### config.mk
export PLATFORM = sky130hd
export DESIGN_NAME = rc_accumulator
export DESIGN_NICKNAME = d
export VERILOG_FILES = /design/src/rtl/rc_accumulator_pkg.sv /design/src/rtl/RC_Adder.sv /design/src/rtl/rc_accumulator.sv
export SDC_FILE = /design/constraint.sdc
export NUM_CORES = 1
export LEC_CHECK = 0
export ABC_AREA = 1
export CORE_AREA = 2 2 47 49
export DETAILED_ROUTE_END_ITERATION = 8
export DIE_AREA = 0 0 49 51
export PLACE_DENSITY_LB_ADDON = 0.05
export SYNTH_ARGS = -nofsm -noshare
export SYNTH_HDL_FRONTEND = slang
export SYNTH_SLANG_ARGS = --single-unit
### constraint.sdc
create_clock -name clk -period 1.8 [get_ports clk]
set_input_delay 0.36 -clock clk [delete_from_list [all_inputs] [get_ports clk]]
set_output_delay 0.36 -clock clk [all_outputs]
set_load 0.005 [all_outputs]
### src/rtl/rc_accumulator_pkg.sv
// rtl/rc_accumulator_pkg.sv - shared widths and state encodings for the accumulator
//
// Purpose : Holds the adder width, the operand-count width and the two-bit
//           controller state encodings used by rc_accumulator.
// Ports   : none (package)
package rc_accumulator_pkg;

    localparam int RC_ADDR_BANDWITH = 4;
    localparam int RC_ACC_COUNT_W   = 4;

    typedef enum logic [1:0] {
        RC_ACC_IDLE = 2'b00,
        RC_ACC_ACC  = 2'b01,
        RC_ACC_DONE = 2'b10
    } rc_acc_state_e;

endpackage

### src/rtl/RC_Adder.sv
// rtl/RC_Adder.sv - combinational ripple-carry adder
//
// Purpose : WIDTH-bit ripple-carry adder built from a chain of full adders.
// Ports   : A, B  - operands
//           Sum   - A + B modulo 2^WIDTH
//           Cout  - carry out of the most significant bit
module RC_Adder #(
    parameter int WIDTH = 4
) (
    input  logic [WIDTH-1:0] A,
    input  logic [WIDTH-1:0] B,
    output logic [WIDTH-1:0] Sum,
    output logic             Cout
);

    logic [WIDTH:0] w_carry;

    assign w_carry[0] = 1'b0;

    for (genvar i = 0; i < WIDTH; i++) begin : g_fa
        assign Sum[i]       = A[i] ^ B[i] ^ w_carry[i];
        assign w_carry[i+1] = (A[i] & B[i]) | (w_carry[i] & (A[i] ^ B[i]));
    end

    assign Cout = w_carry[WIDTH];

endmodule

### src/rtl/rc_accumulator.sv
// rtl/rc_accumulator.sv - streaming multi-operand accumulator around RC_Adder
//
// Purpose : After start, accepts num_ops operands over a valid/ready stream,
//           sums them modulo 2^WIDTH through RC_Adder (sum fed back as A),
//           keeps a sticky OR of every carry, then holds the result on a
//           valid/ready output until taken.
// Ports   : clk, rst_n          - clock, asynchronous active-low reset
//           start, num_ops      - run command and operand count (IDLE only)
//           in_valid/in_ready/in_data    - operand stream
//           out_valid/out_ready/out_sum/out_carry - result stream
//           busy                - high whenever not IDLE
module rc_accumulator
    import rc_accumulator_pkg::*;
#(
    parameter int WIDTH   = RC_ADDR_BANDWITH,
    parameter int COUNT_W = RC_ACC_COUNT_W
) (
    input  logic               clk,
    input  logic               rst_n,
    input  logic               start,
    input  logic [COUNT_W-1:0] num_ops,
    input  logic               in_valid,
    input  logic [WIDTH-1:0]   in_data,
    output logic               in_ready,
    output logic               out_valid,
    input  logic               out_ready,
    output logic [WIDTH-1:0]   out_sum,
    output logic               out_carry,
    output logic               busy
);

    rc_acc_state_e      r_state;
    logic [WIDTH-1:0]   r_acc;
    logic               r_sticky;
    logic [COUNT_W-1:0] r_remaining;

    rc_acc_state_e      w_state_nxt;
    logic [WIDTH-1:0]   w_acc_nxt;
    logic               w_sticky_nxt;
    logic [COUNT_W-1:0] w_remaining_nxt;

    logic [WIDTH-1:0]   w_sum;
    logic               w_cout;
    logic               w_done;

    RC_Adder #(
        .WIDTH (WIDTH)
    ) u_adder (
        .A    (r_acc),
        .B    (in_data),
        .Sum  (w_sum),
        .Cout (w_cout)
    );

    always_ff @(posedge clk or negedge rst_n) begin
        if (!rst_n) begin
            r_state     <= RC_ACC_IDLE;
            r_acc       <= '0;
            r_sticky    <= 1'b0;
            r_remaining <= '0;
        end else begin
            r_state     <= w_state_nxt;
            r_acc       <= w_acc_nxt;
            r_sticky    <= w_sticky_nxt;
            r_remaining <= w_remaining_nxt;
        end
    end

    always_comb begin
        w_state_nxt     = r_state;
        w_acc_nxt       = r_acc;
        w_sticky_nxt    = r_sticky;
        w_remaining_nxt = r_remaining;
        case (r_state)
            RC_ACC_IDLE: begin
                if (start) begin
                    w_acc_nxt    = '0;
                    w_sticky_nxt = 1'b0;
                    // A zero-length run skips ACC and reports an empty sum.
                    if (num_ops != '0) begin
                        w_remaining_nxt = num_ops;
                        w_state_nxt     = RC_ACC_ACC;
                    end else begin
                        w_state_nxt     = RC_ACC_DONE;
                    end
                end
            end
            RC_ACC_ACC: begin
                // in_ready is constant high here, so in_valid alone is the handshake.
                if (in_valid) begin
                    w_acc_nxt       = w_sum;
                    w_sticky_nxt    = r_sticky | w_cout;
                    w_remaining_nxt = r_remaining - COUNT_W'(1);
                    if (r_remaining == COUNT_W'(1)) begin
                        w_state_nxt = RC_ACC_DONE;
                    end
                end
            end
            RC_ACC_DONE: begin
                if (out_ready) begin
                    w_state_nxt = RC_ACC_IDLE;
                end
            end
            default: begin
                w_state_nxt = RC_ACC_IDLE;
            end
        endcase
    end

    // All outputs decode from registers only; the result is masked outside DONE.
    assign w_done    = (r_state == RC_ACC_DONE);
    assign in_ready  = (r_state == RC_ACC_ACC);
    assign out_valid = w_done;
    assign busy      = (r_state != RC_ACC_IDLE);
    assign out_sum   = w_done ? r_acc : '0;
    assign out_carry = w_done & r_sticky;

endmodule

==> key figures, run 1 <==
Run status
  – Status: complete, but fails checks
  – Failing checks: negative setup slack

Worst setup path
  – Worst setup SP type: flip-flop
  – Setup Crit Path Kind: reg2reg
  – Critical path, cell by cell: ha_2 -> fa_2 -> fa_2 -> inv_2 -> fa_1 -> o22ai_1
  – Worst EP arrival: 2.14 ns
  – Crit-path max FO: 2
  – Critical Path End Type: flip-flop
  – CP max-delay cell: dfrtp_1
  – CP Data Required Time: 2.01 ns
  – Crit-path max cell delay: 0.41 ns
  – Most used cell, CP: fa_2

Die
  – # rows: 17
  – Core area: 2063 sq um
  – Horiz. Die Dim: 49 um
  – Die height: between 50 and 60 um
  – # IOs: 21
  – Initial Utilization: 0.3608
  – Full die area: about 2500 sq um

Cells and area
  – Footprint of the multi-input gates: just over 400 sq um
  – Ant diodes: 0
  – Register area: 275.3 sq um
  – # fillers: about 220
  – Layout area overhead: 42.02%
  – Post-Layout Inst Area: between 1000 and 1500 sq um
  – Nets@finish: 150
  – Commonest non-fill, non-tap cell in the layout: nand2_1
  – Layout cell share with drive strength beyond 1: 0.1615
  – Most frequent cells in the layout: 19 x nand2_1, 16 x inv_1, 12 x nor2_1, 12 x nand3_1, 12 x clkdlybuf4s50_1

Clock tree
  – Root buf cell: clkbuf_4
  – CTS buffer count: 3
  – Clk pin slew, worst setup/hold paths: about 0.090 ns
  – Total clock sinks: 11
  – CTS max path bufs: 2
  – CTS tree: built
  – H-tree depth: 1
  – Skew-Pair Late Insertion Delay: approximately 0.28 ns

Power
  – Pwr dens: roughly 1400 nW/um^2
  – Max IR drop VDD: approximately 630 uV
  – Overall Power: 1.466 mW
  – Leak pwr: 0.5573 nW

Routing
  – DRT iter0 DRCs: 6
  – DR DRC count: 0
  – DR pass1 iterations: 4
  – Vias: 727
  – Vias per inst: 4.601
  – Wirelength, routed: 1.772 mm
  – Avg WL per Cell: 11.22 um
  – Final ANT Viol Nets: 0

Global routing
  – Antenna violations before repair: 0
  – Largest net degree at the start of global routing: 12
  – Number of global-route vias before repair: roughly 780
  – Global-route wire length before repair: 3.339 mm
  – Gr ovfl total: 0
  – GRT Util Overall: 0.1766

Timing
  – Fin. max-slew vios: 0
  – Worst Max-Slew Pin Slew: around 0.54 ns
  – Final worst path period share: 1.072
  – Final setup margin: -0.1292 ns
  – RSZ-0062 raised after global routing: true
  – Worst Skew: 0.01143 ns
  – Max-slew headroom: 0.6389
  – Min Tclk post-route: 1.929 ns
  – Final Setup Violations: 1
  – Final Hold Viols: 0
  – Fmax: 518.4 MHz

Yosys
  – Sequential fraction of the synthesis area: 0.3697
  – Cell Area, Synth: 744.5 sq um
  – Mapped Nets: 120
  – Syn avg cell area: roughly 7.4 sq um
  – Seq cells post-synth: 11
  – Top-area cell type share of the netlist area: 0.3697
  – Most area-consuming cells after synthesis: dfrtp_1 37%, inv_1 9.6%, nand2_1 9.6%, fa_1 8.1%, nand3_1 8.1%
  – Post-Synthesis Cells: 101
  – Leading area contributor after synthesis: dfrtp_1
  – Yosys warnings: 0
  – Distinct cell type count after synthesis: 18

Placement
  – DP Area: 1005 sq um
  – Gpl congestion: 0.7645
  – Buffers on Ports: 20
  – Dpl hpwl: about 1.4 mm

Job
  – Max-Cap Viols: 0

Min path
  – Worst Hold Class: in2async
area by class of cell:
| cell class | count | share of cell area |
|---|---|---|
| clock buffer | 3 | 0.02130 |
| clock inverter | 1 | 0.004734 |
| inverter | 21 | 0.07456 |
| multi-input combinational | 69 | 0.3834 |
| sequential | 11 | 0.2604 |
| tap | 28 | 0.03314 |
| timing repair buffer | 25 | 0.2225 |
worst max-delay path: cells and delay by family, from the launching register on:
kind / cells / cell delay [ns]
fa+ha+maj: 4 / 1.23
buf+inv: 1 / 0.06
flops: 1 / 0.41
compound gates: 1 / 0.15
cell families after synthesis:
group | after synthesis | synth area share
adders and majority gates | 6 | 0.1311
and+or+nand+nor | 49 | 0.2857
buffers and inverters | 21 | 0.1059
AOI/OAI and AO/OA | 13 | 0.09581
xor gates and xnor gates | 1 | 0.01177
DFF | 11 | 0.3697
timing repair:
item,in CTS,in global routing
hold buffers,0,0
gates resized for setup,14,2
setup endpoints to repair,9,4
pin swaps,5,4
buffers inserted,2,0
flip-flops by register name, summed over array words and instances (netlist names):
register	flops
r_state	2
r_remaining	4
r_acc	4
r_sticky	1
synth_stat cells, drive strengths merged:
cell and number:
o21bai 1, nand4 1, ha 3, dfrtp 11
o21a 1, o21ai 8, fa 3, a21oi 2
o22ai 1, nor2 14, inv 21, xnor2 1
nand3b 1, nand3 12, nand2 21
report_power, final:
group	switching, mW	internal, mW
combinational	0.465	0.371
clock	0.105	0.0824
sequential	0.0837	0.359
total	0.654	0.812
final timing paths:
check                                           from                     end  slack (ns)  depth (start not counted)
min in group clk                r_sticky$_DFFE_PN0P_    r_sticky$_DFFE_PN0P_        0.51                          1
worst max register to register  r_acc[0]$_DFFE_PN0P_    r_acc[3]$_DFFE_PN0P_       -0.13                          6
worst min-delay path                           rst_n    r_acc[1]$_DFFE_PN0P_        0.42                          1
worst max-delay path            r_acc[0]$_DFFE_PN0P_    r_acc[3]$_DFFE_PN0P_       -0.13                          6
worst min register to register  r_sticky$_DFFE_PN0P_    r_sticky$_DFFE_PN0P_        0.51                          1
max in group asynchronous                      rst_n  r_state[1]$_DFFE_PN0P_        1.01                          1
per-layer routing:
metal	vias up	global-route usage	wire (um)
met3	2	0.03216	56
met5	-	0	0
met4	0	0.08571	17
li1	373	-	-
met2	9	0.3105	909
met1	343	0.2085	788
per-stage QoR:
stage	std cells	worst slack (ns)	hold WS, ns	setup TNS (ns)	utilization
after floorplan	101	-0.1098	0.06441	-0.1098	-
after global placement	152	-0.5664	0.4771	-1.218	0.4870
after detailed placement	152	-0.5830	0.5009	-1.246	0.4870
after CTS	158	-0.2435	0.4414	-0.3346	0.5094
after global routing	158	-0.2016	0.4741	-0.2626	0.5124
final	158	-0.1292	0.4171	-0.1292	0.5124
No activity file was read; power rests on OpenSTA's default activity.
==> inputs of run 2 (changes only) <==
Settings changed: CAP_MARGIN from default to 40, CORE_AREA 2 2 47 49 to 5 5 50 52, DIE_AREA 0 0 49 51 to 0 0 55 57.
==> key figures, run 2 (synthesized netlist as in run 1, its figures left out) <==
Timing
  – Final setup margin: -0.1443 ns (-0.01510 ns)
  – Worst Skew: 0.002740 ns (-0.008695 ns)
  – Final Setup Violations: 2 (+1)
  – Fmax: 514.3 MHz (-0.78%)
  – Max-slew headroom: 0.6582 (+0.01934)
  – Worst Max-Slew Pin Slew: 0.5111 ns (-0.02891 ns)
  – Min Tclk post-route: 1.944 ns (+0.01510 ns)
  – Setup_tns: -0.1507 ns (-0.02148 ns)
  – Final worst path period share: 1.080 (+0.008389)
  – Final Hold Viols: 0 (unchanged)
  – RSZ-0062 raised after global routing: true
  – Fin. max-slew vios: 0 (unchanged)
  – WHS: 0.4255 ns (+0.008393 ns)

Global routing
  – Global-route wire length before repair: 3.208 mm (-3.9%)
  – GRT Util Overall: 0.1376 (-0.03903)
  – Number of global-route vias before repair: 749 (-4.5%)
  – Largest net degree at the start of global routing: 12 (unchanged)
  – Gr ovfl total: 0 (unchanged)
  – Antenna violations before repair: 0 (unchanged)

Routing
  – DRT iter0 DRCs: 7 (+1)
  – Wirelength, routed: 1.755 mm (-0.96%)
  – DR pass1 iterations: 4 (unchanged)
  – DR DRC count: 0 (unchanged)
  – Final ANT Viol Nets: 0 (unchanged)
  – Vias per inst: 4.609 (+0.16%)
  – Avg WL per Cell: 10.90 um (-2.8%)
  – Vias: 742 (+2.1%)

Die
  – # rows: 17 (unchanged)
  – Horiz. Die Dim: 55 um (+12%)
  – Initial Utilization: 0.3608 (unchanged)
  – Die height: 57 um (+12%)
  – # IOs: 21 (unchanged)
  – Core area: 2063 sq um (unchanged)
  – Full die area: 3135 sq um (+25%)

Worst setup path
  – CP Data Required Time: 1.99 ns (-0.02 ns)
  – Crit path from: in_data[1]
  – Setup Crit Path Kind: in2reg
  – Critical Path End Type: flip-flop
  – Reg2reg start: r_acc[0]$_DFFE_PN0P_
  – Crit-path max FO: 1 (-1)
  – Worst setup SP type: input port
  – Worst EP arrival: 2.14 ns (about the same)

Cells and area
  – # fillers: 222 (-0.45%)
  – Layout area overhead: 45.55%
  – Commonest non-fill, non-tap cell in the layout: nand2_1
  – Layout cell share with drive strength beyond 1: 0.1880 (+0.02643)
  – Ant diodes: 0 (unchanged)
  – Final core utilization: 0.5252 (+0.01274)
  – Most frequent cells in the layout: 19 x nand2_1, 16 x inv_1, 12 x nand3_1
  – Top flop regs: r_acc: 4 flops, r_remaining: 4 flops, r_state: 2 flops
  – Nets@finish: 153 (+2.0%)

Power
  – Max IR drop VDD: 1011 uV (+61%)
  – Leak pwr: 0.5703 nW (+2.3%)
  – Pwr dens: 1389 nW/um^2 (+0.19%)

Clock tree
  – H-tree depth: 1 (unchanged)
  – Root buf cell: clkbuf_4
  – Total clock sinks: 11 (unchanged)
  – Skew-Pair Late Insertion Delay: 0.27 ns (about the same)
  – CTS buffer count: 3 (unchanged)
  – CTS tree: built
  – CTS max path bufs: 2 (unchanged)
  – Clk pin slew, worst setup/hold paths: 0.08 ns (about the same)

Run status
  – Failing checks: negative setup slack
  – Status: complete, but fails checks

Placement
  – Buffers on Ports: 20 (unchanged)
  – Setup WS pre-CTS: -0.6139 ns (-0.03087 ns)
  – Gpl congestion: 0.7983 (+4.4%)
  – Dpl hpwl: 1.409 mm (+0.52%)

Min path
  – Worst Hold Class: in2async

Job
  – Max-Cap Viols: 0 (unchanged)
run 2: what timing repair did:
item / in CTS / in global routing
pin swaps: 6 / 4
setup endpoints to repair: 9 / 4
setup buffers: 4 / 2
resized for setup: 16 / 3
hold buffers: 0 / 0
run 2: stage by stage:
stage / instance area, sq um / power, mW / std cells
after floorplan: 747.0 / 0.9536 / 101
after global placement: 997.2 / 1.237 / 151
after detailed placement: 997.2 / 1.242 / 151
after CTS: 1060 / 1.498 / 159
after global routing: 1084 / 1.698 / 161
final: 1084 / 1.505 / 161
run 2: worst max-delay path: stages:
cell	delay, ns
clkdlybuf4s50_1	0.44
fa_2	0.40
fa_2	0.34
inv_2	0.07
fa_1	0.37
o22ai_1	0.16
run 2: power by group:
part           switching [mW]  leakage, nW  internal (mW)
Clock                  0.0892       0.0150         0.0858
Combinational           0.483        0.414          0.407
Sequential             0.0814        0.141          0.360
run 2: layout make-up:
cell class | instances | area, sq um | area share
clock buffer | 4 | 26.28 | 0.02425
inverter | 21 | 78.83 | 0.07275
multi-input combinational | 69 | 412.9 | 0.3811
sequential | 11 | 275.3 | 0.2540
tap | 28 | 35.03 | 0.03233
timing repair buffer | 28 | 255.2 | 0.2356
run 2: final timing paths:
check	slack, ns	depth (start not counted)	end
setup / recovery	-0.14	6	r_acc[3]$_DFFE_PN0P_
hold / removal	0.43	1	r_remaining[2]$_DFFE_PN0P_
setup reg to reg	-0.13	6	r_acc[3]$_DFFE_PN0P_
hold reg to reg	0.51	1	r_sticky$_DFFE_PN0P_
max in group asynchronous	1.03	1	r_acc[3]$_DFFE_PN0P_
min in group clk	0.51	1	r_sticky$_DFFE_PN0P_
run 2: per-layer routing:
layer	global-route usage	vias to the layer above	routed length (um)
li1	-	379	-
met1	0.1921	346	782
met2	0.2027	15	881
met3	0.04961	2	79
met4	0.03125	0	12
met5	0	-	0
==> inputs of run 3 (changes only) <==
Settings changed: SETUP_SLACK_MARGIN from default to 0.15.
==> key figures, run 3 (synthesized netlist as in run 1, its figures left out) <==
Routing
  – Avg WL per Cell: 11.36 um (+4.3%)
  – Final ANT Viol Nets: 0 (unchanged)
  – DR DRC count: 0 (unchanged)
  – DR pass1 iterations: 4 (unchanged)
  – Wirelength, routed: 1.841 mm (+4.9%)
  – Vias per inst: 4.549 (-1.3%)
  – Vias: 737 (-0.67%)
  – DRT iter0 DRCs: 8 (+1)

Placement
  – Gpl congestion: 0.8102 (+1.5%)
  – Placed cell count: 153 (+1.3%)
  – DP Area: 1020 sq um (+2.3%)
  – Buffers on Ports: 20 (unchanged)
  – Dpl hpwl: 1.454 mm (+3.2%)
  – Setup WS pre-CTS: -0.5486 ns (+0.06522 ns)

Global routing
  – GRT Util Overall: 0.1341 (-0.003495)
  – Number of global-route vias before repair: 701 (-6.4%)
  – Antenna violations before repair: 0 (unchanged)
  – GR met1 Demand/Resource: 0.1746 (-0.01749)
  – Largest net degree at the start of global routing: 12 (unchanged)
  – Grt met2 use: 0.2010 (-0.001689)
  – Gr ovfl total: 0 (unchanged)
  – Busiest grt layer: met2
  – Global-route wire length before repair: 3.029 mm (-5.6%)
  – Met3 Track Usage GR: 0.03916 (-0.01044)

Clock tree
  – Clk pin slew, worst setup/hold paths: 0.08 ns (about the same)
  – H-tree depth: 1 (unchanged)
  – Root buf cell: clkbuf_4
  – CTS buffer count: 3 (unchanged)
  – CTS max path bufs: 2 (unchanged)
  – Skew-Pair Late Insertion Delay: 0.27 ns (about the same)
  – CTS tree: built
  – Total clock sinks: 11 (unchanged)
  – Post-CTS Hold Buffers: 0 (unchanged)

Cells and area
  – Most frequent cells in the layout: 18 x nand2_1, 15 x inv_1, 12 x nor2_1
  – Nets@finish: 154 (+0.65%)
  – Final core utilization: 0.5379 (+0.01273)
  – Ant diodes: 0 (unchanged)
  – Layout area overhead: 49.08%
  – Non-Filler Instances: 162 (+0.62%)
  – Commonest non-fill, non-tap cell in the layout: nand2_1
  – Layout cell share with drive strength beyond 1: 0.2313 (+0.04337)
  – Top flop regs: r_acc: 4 flops, r_remaining: 4 flops, r_state: 2 flops
  – Post-Layout Inst Area: 1110 sq um (+2.4%)
  – # fillers: 208 (-6.3%)

Die
  – # rows: 17 (unchanged)
  – Full die area: 3135 sq um (unchanged)
  – # IOs: 21 (unchanged)
  – Core area: 2063 sq um (unchanged)
  – Horiz. Die Dim: 55 um (unchanged)
  – Die height: 57 um (unchanged)
  – Initial Utilization: 0.3608 (unchanged)

Timing
  – Fmax: 518.9 MHz (+0.89%)
  – WHS: 0.4301 ns (+0.004594 ns)
  – Final worst path period share: 1.071 (-0.009495)
  – Min Tclk post-route: 1.927 ns (-0.01709 ns)
  – Final Hold Viols: 0 (unchanged)
  – Worst Max-Slew Pin Slew: 0.5271 ns (+0.01597 ns)
  – Final Setup Violations: 1 (-1)
  – Worst Skew: 0.001134 ns (-0.001606 ns)
  – Setup_tns: -0.1272 ns (+0.02347 ns)
  – Fin. max-slew vios: 0 (unchanged)
  – Final setup margin: -0.1272 ns (+0.01709 ns)
  – Max-slew headroom: 0.6475 (-0.01068)
  – RSZ-0062 raised after global routing: true

Worst setup path
  – Worst EP arrival: 2.13 ns (about the same)
  – CP max-delay cell: fa_2
  – Worst reg2reg path endpoint: r_acc[3]$_DFFE_PN0P_
  – Critical path, cell by cell: ha_2 -> fa_2 -> fa_2 -> inv_2 -> fa_2 -> o22ai_2
  – Sum of buffers and inverters on the critical path: 1 (-1)
  – Worst setup SP type: flip-flop
  – Most used cell, CP: fa_2
  – Reg2reg path depth: 6 (unchanged)
  – CP Data Required Time: 2.00 ns (about the same)
  – CP delay by family, top: adder cells
  – Crit-path max FO: 2 (+1)
  – Reg2reg start: r_acc[0]$_DFFE_PN0P_
  – Crit-path max cell delay: 0.42 ns (-0.02 ns)
  – Setup Crit Path Kind: reg2reg
  – CP Depth: 6 (unchanged)
  – Critical Path End Type: flip-flop
  – FF-to-FF setup slack: -0.13 ns (about the same)

Min path
  – Worst Hold Class: in2async

Job
  – Max-Cap Viols: 0 (unchanged)

Power
  – Clock power share: 0.114 (-0.002)
  – Logic gate share of total power: 0.603 (+0.012)
  – P_int: 0.8761 mW (+2.8%)
  – Sequential Power Share: 0.283 (-0.010)
  – Sw Ratio: 0.4385 (+0.004591)
  – Sw Pwr: 0.6841 mW (+4.7%)
  – Pwr dens: 1406 nW/um^2 (+1.2%)
  – Leak pwr: 0.5735 nW (+0.55%)
  – Overall Power: 1.560 mW (+3.6%)
  – Max IR drop VDD: 726.8 uV (-28%)

Run status
  – Failing checks: negative setup slack
  – Status: complete, but fails checks
run 3: cell types whose count changed in the layout (fill, tap and decap cells not counted), sizes merged:
cell	delta
clkdlybuf4s50	-1
dlymetal6s2s	+1
dlygate4sd2	-5
clkdlybuf4s15	+4
clkbuf	+1
buf	+1
run 3: repair_timing:
item	4_1_cts	5_1_grt
setup buffers	3	2
setup endpoints to repair	11	11
pin swaps	6	8
resized for setup	19	12
run 3: worst max path at each step:
stage	startpoint	endpoint	slack, ns
after floorplan	r_acc[0]$_DFFE_PN0P_	r_acc[3]$_DFFE_PN0P_	-0.07
after global placement	in_data[0]	r_acc[3]$_DFFE_PN0P_	-0.52
after detailed placement	in_data[0]	r_acc[3]$_DFFE_PN0P_	-0.55
after CTS	r_acc[0]$_DFFE_PN0P_	r_acc[3]$_DFFE_PN0P_	-0.23
after global routing	r_acc[0]$_DFFE_PN0P_	r_acc[3]$_DFFE_PN0P_	-0.16
final	r_acc[0]$_DFFE_PN0P_	r_acc[3]$_DFFE_PN0P_	-0.13
run 3: power groups by stage:
stage | registers [mW] | logic [mW] | clock network (mW)
6_report | 0.442 | 0.940 | 0.178
5_1_grt | 0.457 | 1.06 | 0.199
4_1_cts | 0.433 | 0.893 | 0.184
3_5_place_dp | 0.438 | 0.830 | 0
3_3_place_gp | 0.435 | 0.816 | 0
2_1_floorplan | 0.435 | 0.529 | 0
run 3: cell type report:
cell class | instances | area, sq um | area share
multi-input combinational | 69 | 426.7 | 0.3844
sequential | 11 | 275.3 | 0.2480
timing repair buffer | 29 | 267.8 | 0.2413
inverter | 21 | 78.83 | 0.07103
tap | 28 | 35.03 | 0.03157
clock buffer | 4 | 26.28 | 0.02368
run 3: metal layers:
| layer | vias up | share of wire |
|---|---|---|
| met4 | 0 | 0.011 |
| met1 | 343 | 0.46 |
| met2 | 8 | 0.50 |
| met5 | - | 0 |
| met3 | 2 | 0.028 |
| li1 | 384 | - |
